## config.mk

```make
export PLATFORM = sky130hd
export DESIGN_NAME = uart_core_v2
export DESIGN_NICKNAME = d
export VERILOG_FILES = /design/src/rtl/uart_core_v2.sv
export SDC_FILE = /design/constraint.sdc
export NUM_CORES = 1
export LEC_CHECK = 0
export ABC_CLOCK_PERIOD_IN_PS = 6100
export BUFFER_PORTS_ARGS = -buffer_cell sky130_fd_sc_hd__buf_2
export CAP_MARGIN = 20
export CORE_AREA = 3 3 109 100
export CTS_CLUSTER_DIAMETER = 60
export DETAILED_ROUTE_END_ITERATION = 8
export DIE_AREA = 0 0 112 103
export MAX_ROUTING_LAYER = met4
export PLACE_DENSITY = 0.86
export REMOVE_ABC_BUFFERS = 1
export SLEW_MARGIN = 15
export SYNTH_ARGS = -nofsm -noshare
export SYNTH_HDL_FRONTEND = slang
export SYNTH_SLANG_ARGS = --single-unit
```

## constraint.sdc

```tcl
create_clock -name i_clk -period 6.1 [get_ports i_clk]
set_input_delay 0.61 -clock i_clk [delete_from_list [all_inputs] [get_ports i_clk]]
set_output_delay 0.61 -clock i_clk [all_outputs]
set_load 0.01 [all_outputs]
```

## src/rtl/uart_core_v2.sv

```systemverilog
// Full-duplex UART: runtime divisor, parity mode and stop-bit count, valid/ready on both sides.
// Optional internal loopback is enabled by defining UART_LOOPBACK_EN.
module uart_core_v2 #(
   parameter int G_WORD_WIDTH = 8,
   parameter int G_OVERSAMPLE = 16,
   parameter int G_DIV_WIDTH  = 16
) (
   input  logic                    i_clk,
   input  logic                    i_rst_n,
   input  logic [G_DIV_WIDTH-1:0]  i_div,
   input  logic [1:0]              i_parity_mode,
   input  logic                    i_stop2,
   input  logic                    i_tx_valid,
   output logic                    o_tx_ready,
   input  logic [G_WORD_WIDTH-1:0] i_tx_data,
   output logic                    o_tx,
   output logic                    o_tx_busy,
   input  logic                    i_rx,
   output logic                    o_rx_valid,
   input  logic                    i_rx_ready,
   output logic [G_WORD_WIDTH-1:0] o_rx_data,
   output logic                    o_rx_parity_err,
   output logic                    o_rx_frame_err,
   output logic                    o_rx_overrun
`ifdef UART_LOOPBACK_EN
   ,
   input  logic                    i_loopback
`endif
);

   localparam int C_OS_W  = $clog2(G_OVERSAMPLE);
   localparam int C_BIT_W = $clog2(G_WORD_WIDTH);
   localparam logic [C_OS_W-1:0]  C_OS_LAST  = C_OS_W'(G_OVERSAMPLE - 1);
   localparam logic [C_OS_W-1:0]  C_OS_HALF  = C_OS_W'(G_OVERSAMPLE / 2 - 1);
   localparam logic [C_BIT_W-1:0] C_BIT_LAST = C_BIT_W'(G_WORD_WIDTH - 1);

   typedef enum logic [2:0] {TX_IDLE, TX_START, TX_DATA, TX_PARITY, TX_STOP} tx_state_t;
   typedef enum logic [2:0] {RX_IDLE, RX_START, RX_DATA, RX_PARITY, RX_STOP, RX_BREAK} rx_state_t;

   // ---------------------------------------------------------------- TX
   tx_state_t                tx_state, tx_next;
   logic [G_DIV_WIDTH-1:0]   tx_div_q, tx_pre;
   logic [C_OS_W-1:0]        tx_os;
   logic [C_BIT_W-1:0]       tx_bit;
   logic [G_WORD_WIDTH-1:0]  tx_shift;
   logic                     tx_par, tx_par_en, tx_stop2_q;
   logic                     tx_tick, tx_bit_end, tx_line;

   assign tx_tick    = (tx_pre == tx_div_q);
   assign tx_bit_end = tx_tick && (tx_os == C_OS_LAST);

   always_comb begin
      // NOTE: every always_comb output gets a default first so no path can infer a latch.
      tx_next = tx_state;
      case (tx_state)
         TX_IDLE:   if (i_tx_valid) tx_next = TX_START;
         TX_START:  if (tx_bit_end) tx_next = TX_DATA;
         TX_DATA:   if (tx_bit_end && tx_bit == C_BIT_LAST) tx_next = tx_par_en ? TX_PARITY : TX_STOP;
         TX_PARITY: if (tx_bit_end) tx_next = TX_STOP;
         TX_STOP:   if (tx_bit_end && tx_bit == {{(C_BIT_W-1){1'b0}}, tx_stop2_q}) tx_next = TX_IDLE;
         default:   tx_next = TX_IDLE;
      endcase
   end

   always_ff @(posedge i_clk or negedge i_rst_n) begin
      // NOTE: sequential state uses non-blocking assignments only, so every flop samples pre-edge values.
      if (!i_rst_n) begin
         tx_state   <= TX_IDLE;
         tx_div_q   <= '0;
         tx_pre     <= '0;
         tx_os      <= '0;
         tx_bit     <= '0;
         tx_shift   <= '0;
         tx_par     <= 1'b0;
         tx_par_en  <= 1'b0;
         tx_stop2_q <= 1'b0;
      end else begin
         tx_state <= tx_next;
         if (tx_state == TX_IDLE) begin
            tx_pre <= '0;
            tx_os  <= '0;
            tx_bit <= '0;
            if (i_tx_valid) begin
               tx_shift   <= i_tx_data;
               tx_div_q   <= i_div;
               tx_par_en  <= i_parity_mode[0] ^ i_parity_mode[1];
               tx_par     <= (^i_tx_data) ^ (i_parity_mode == 2'b10);
               tx_stop2_q <= i_stop2;
            end
         end else begin
            tx_pre <= tx_tick ? '0 : tx_pre + 1'b1;
            if (tx_tick) tx_os <= (tx_os == C_OS_LAST) ? '0 : tx_os + 1'b1;
            if (tx_bit_end) begin
               if (tx_state == TX_DATA) begin
                  tx_shift <= tx_shift >> 1;
                  tx_bit   <= (tx_bit == C_BIT_LAST) ? '0 : tx_bit + 1'b1;
               end else if (tx_state == TX_STOP) begin
                  tx_bit <= tx_bit + 1'b1;
               end
            end
         end
      end
   end

   // Line level is decoded from state, so reset drives it high without waiting for a clock.
   always_comb begin
      tx_line = 1'b1;
      case (tx_state)
         TX_START:  tx_line = 1'b0;
         TX_DATA:   tx_line = tx_shift[0];
         TX_PARITY: tx_line = tx_par;
         default:   tx_line = 1'b1;
      endcase
   end

   assign o_tx_ready = (tx_state == TX_IDLE);
   assign o_tx_busy  = (tx_state != TX_IDLE);

   // ---------------------------------------------------------------- RX
   rx_state_t                rx_state, rx_next;
   logic                     rx_meta, rx_sync, rx_prev, rx_in, rx_fall;
   logic [G_DIV_WIDTH-1:0]   rx_div_q, rx_pre;
   logic [C_OS_W-1:0]        rx_os;
   logic [C_BIT_W-1:0]       rx_bit;
   logic [G_WORD_WIDTH-1:0]  rx_shift;
   logic                     rx_par_en, rx_odd_q, rx_par_err_q;
   logic                     rx_tick, rx_sample, rx_done;

`ifdef UART_LOOPBACK_EN
   assign rx_in = i_loopback ? tx_line : rx_sync;
   assign o_tx  = i_loopback ? 1'b1 : tx_line;
`else
   assign rx_in = rx_sync;
   assign o_tx  = tx_line;
`endif

   assign rx_fall   = rx_prev && !rx_in;
   assign rx_tick   = (rx_pre == rx_div_q);
   assign rx_sample = rx_tick && (rx_os == ((rx_state == RX_START) ? C_OS_HALF : C_OS_LAST));
   assign rx_done   = (rx_state == RX_STOP) && rx_sample;

   always_comb begin
      rx_next = rx_state;
      case (rx_state)
         RX_IDLE:   if (rx_fall) rx_next = RX_START;
         RX_START:  if (rx_sample) rx_next = rx_in ? RX_IDLE : RX_DATA;
         RX_DATA:   if (rx_sample && rx_bit == C_BIT_LAST) rx_next = rx_par_en ? RX_PARITY : RX_STOP;
         RX_PARITY: if (rx_sample) rx_next = RX_STOP;
         RX_STOP:   if (rx_sample) rx_next = rx_in ? RX_IDLE : RX_BREAK;
         RX_BREAK:  if (rx_in) rx_next = RX_IDLE;
         default:   rx_next = RX_IDLE;
      endcase
   end

   always_ff @(posedge i_clk or negedge i_rst_n) begin
      if (!i_rst_n) begin
         rx_state        <= RX_IDLE;
         rx_meta         <= 1'b1;
         rx_sync         <= 1'b1;
         rx_prev         <= 1'b1;
         rx_div_q        <= '0;
         rx_pre          <= '0;
         rx_os           <= '0;
         rx_bit          <= '0;
         rx_shift        <= '0;
         rx_par_en       <= 1'b0;
         rx_odd_q        <= 1'b0;
         rx_par_err_q    <= 1'b0;
         o_rx_valid      <= 1'b0;
         o_rx_data       <= '0;
         o_rx_parity_err <= 1'b0;
         o_rx_frame_err  <= 1'b0;
         o_rx_overrun    <= 1'b0;
      end else begin
         rx_meta      <= i_rx;
         rx_sync      <= rx_meta;
         rx_prev      <= rx_in;
         rx_state     <= rx_next;
         o_rx_overrun <= 1'b0;

         if (rx_state == RX_IDLE || rx_state == RX_BREAK) begin
            rx_pre <= '0;
            rx_os  <= '0;
            rx_bit <= '0;
            if (rx_state == RX_IDLE && rx_fall) begin
               rx_div_q     <= i_div;
               rx_par_en    <= i_parity_mode[0] ^ i_parity_mode[1];
               rx_odd_q     <= (i_parity_mode == 2'b10);
               rx_par_err_q <= 1'b0;
            end
         end else begin
            rx_pre <= rx_tick ? '0 : rx_pre + 1'b1;
            if (rx_tick) rx_os <= (rx_sample || rx_os == C_OS_LAST) ? '0 : rx_os + 1'b1;
            if (rx_sample && rx_state == RX_DATA) begin
               rx_shift <= {rx_in, rx_shift[G_WORD_WIDTH-1:1]};
               rx_bit   <= (rx_bit == C_BIT_LAST) ? '0 : rx_bit + 1'b1;
            end
            if (rx_sample && rx_state == RX_PARITY)
               rx_par_err_q <= (^rx_shift) ^ rx_in ^ rx_odd_q;
         end

         // A word completing while the old one is still unaccepted is dropped.
         if (rx_done) begin
            if (!o_rx_valid || i_rx_ready) begin
               o_rx_valid      <= 1'b1;
               o_rx_data       <= rx_shift;
               o_rx_parity_err <= rx_par_err_q;
               o_rx_frame_err  <= !rx_in;
            end else begin
               o_rx_overrun <= 1'b1;
            end
         end else if (o_rx_valid && i_rx_ready) begin
            o_rx_valid <= 1'b0;
         end
      end
   end

endmodule

```

==> results.json <==
{
  "drv_cap": 0,
  "setup_violations": 0,
  "cpPeakStageDelay_ps": 490,
  "syn_inst": 588,
  "fmax_ghz": 0.3902,
  "antenna_found_initial": 0,
  "mostFrequentLayoutCell": "nand2_1",
  "synth_largest_area_cell": "dfrtp_1",
  "ys.flop_type": "dfrtp_1",
  "synth_edf_count": 0,
  "area_delta_synth_final_pct": 14.11,
  "drt-initial-drc-count": 389,
  "mostFrequentLayoutCells": "nand2_1 (131), dfrtp_1 (118), nor2_1 (58)",
  "crit_type": "reg2reg",
  "worst_slew_pin_slew_ps": 984.7,
  "drt_first_pass_iters": 5,
  "critPathLaunchType": "register",
  "multi_input_area_um2": 2691,
  "antennaDiodeCount": 0,
  "vias": 4366,
  "fin_ws_ps": 3537,
  "die-area_um2": 11540,
  "die_x_um": 112,
  "finalSetupTns_ps": 0,
  "netlist_area_um2": 5861,
  "clkTransAtPathRegs_ps": 60,
  "hold_viol_final": 0,
  "status": "finished, final reports clean",
  "port-buffer-count": 46,
  "fin_skew_ps": 7.541,
  "clk_latency_ps": 530,
  "cts_tree": "built",
  "cts-root-buf": "clkbuf_8",
  "avgSynthCellArea_um2": 9.967,
  "global_route.overflow_total": 0,
  "wl_per_cell_um": 16.39,
  "first_global_vias": 4505,
  "gp_congestion": 0.9295,
  "powerDensity_nw_per_um2": 381.5,
  "dp.cells": 740,
  "final_nets": 674,
  "start_util_pct": 60.16,
  "boundaryPins": 47,
  "hp-class": "in2async",
  "gr-usage-all-layers_pct": 24.12,
  "async_flop_share_pct": 100.0,
  "viasPerCell": 5.670,
  "die_y_um": 103,
  "grt_pass1_wl_um": 21140,
  "clock_sinks": 121,
  "synth_warnings": 0,
  "fill_cells": 716,
  "place_area_um2": 6181,
  "grt_setup_unrepaired": "no",
  "final_antenna_net_count": 0,
  "min_period_over_period_pct": 42.01,
  "clockBufferDepth": 2,
  "stdcell_area_um2": 6688,
  "routed_wirelength_um": 12620,
  "pre_cts_slack_ps": 3632,
  "worstPathArrival_ps": 2970,
  "crit_slowest_cell": "or3_4",
  "core.rowCount": 34,
  "holdBufCountCts": 0,
  "core_area_um2": 9742,
  "cts_resized": 0,
  "slew_headroom_pct": 34.19,
  "ys_seq_area_share_pct": 51.73,
  "leakagePower_nw": 3.367,
  "cts_setup_buffers": 0,
  "drc": 0,
  "ff_latch_area_um2": 3032,
  "cp_max_fo": 11,
  "reg2reg_from": "rx_pre[11]",
  "hpwl_um": 8552,
  "cts_buffers": 17,
  "cp-startpoint": "rx_pre[11]",
  "final_cells": 770,
  "yosysTopAreaCellShare_pct": 50.38,
  "h-tree-depth": 4,
  "fin_crit_ps": 2563,
  "cp_cell_sequence": "xor2_1 > nor4_2 > nand4_2 > nand2b_4 > or3_4 > mux2_4",
  "drive_gt1_share_pct": 16.61,
  "yosys-top-cells-area": "dfrtp_1 (50%), nand2_1 (8.4%), xor2_1 (6.6%)",
  "ys_ff_latch": 121,
  "grt_max_degree": 71,
  "crit_required_ps": 6500,
  "irDropWorstVdd_uv": 232.3,
  "crit_path_end_kind": "register",
  "synth_cell_types": 53,
  "finalMaxSlewViolations": 0
}
-- layer usage --
layer	global-route usage, %	vias to the layer above	part of all wire, %
li1	-	2044	-
met1	28.48	2152	43
met2	40.37	141	50
met3	6.103	29	5.1
met4	9.335	0	2.3
met5	-	-	0
-- registers in the layout, indices dropped and copies added (netlist names), 3 cells and up --
name,cells
tx_pre,16
rx_os,4
rx_div_q,16
tx_div_q,16
tx_state,3
rx_pre,16
o_rx_data,8
rx_shift,8
tx_shift,8
tx_os,4
rx_state,3
rx_bit,3
tx_bit,3
-- synth_stat cells (all sizes together) (3+ instances only) --
cell and count:
nor3 3, nand2 131, inv 14, nand4 9, nand3 16, nor3b 3
mux2i 10, nand3b 4, mux2 18, nand2b 3, a21o 3, xor2 44
ha 9, clkbuf 19, nor4 6, dfrtp 118, and4 3, and3 13
dfstp 3, o22ai 9, a21oi 16, xnor2 37, buf 3, o21ai 9
nor2 59, or2 3
-- where the power goes --
group | leakage [nW] | internal (mW) | switching (mW)
clock network | 0.252 | 0.535 | 0.324
logic | 1.54 | 0.231 | 0.314
registers | 1.58 | 0.982 | 0.166
total | 3.37 | 1.75 | 0.804
-- stage by stage --
stage | hold WS (ps) | util, % | power, mW
CTS | 125.7 | 68.65 | 2.565
finish | 113.1 | 68.65 | 2.552
global placement | 346.8 | 63.45 | 1.652
floorplan | 314.4 | - | 1.511
detailed placement | 350.7 | 63.45 | 1.694
global route | 160.8 | 68.65 | 2.698
-- cell families (layout without fill, tap and decap cells) --
family | after synthesis | in the layout | share of synthesized area, %
compound gates | 53 | 53 | 5.765
xor+xnor | 81 | 81 | 12.11
fa+ha+maj | 11 | 11 | 2.263
buf+inv | 36 | 92 | 2.455
flops | 121 | 121 | 51.73
mux | 28 | 28 | 5.615
simple gates | 258 | 258 | 20.07
-- cell type report --
cell class	count	area share, %
inverter	14	0.7858
multi-input combinational	431	40.24
timing repair buffer	48	3.704
clock inverter	3	0.2245
tap	126	2.357
sequential	121	45.33
clock buffer	27	7.353
-- worst max-delay path, delay by kind of cell, from the launching register on --
family	cells	cell delay (ps)
muxes	1	340
DFF	1	440
xor gates and xnor gates	1	200
and+or+nand+nor	4	1450
-- path summary, 6_finish.rpt --
path | slack [ps] | cells after the start | end
setup / recovery | 3540 | 6 | rx_shift[7]
hold / removal | 110 | 1 | tx_pre[12]
setup reg to reg | 3540 | 6 | rx_shift[7]
hold reg to reg | 360 | 0 | rx_in
max in group asynchronous | 4670 | 2 | o_rx_frame_err
min in group i_clk | 190 | 1 | rx_meta
Power figures use the tool's default switching activity.
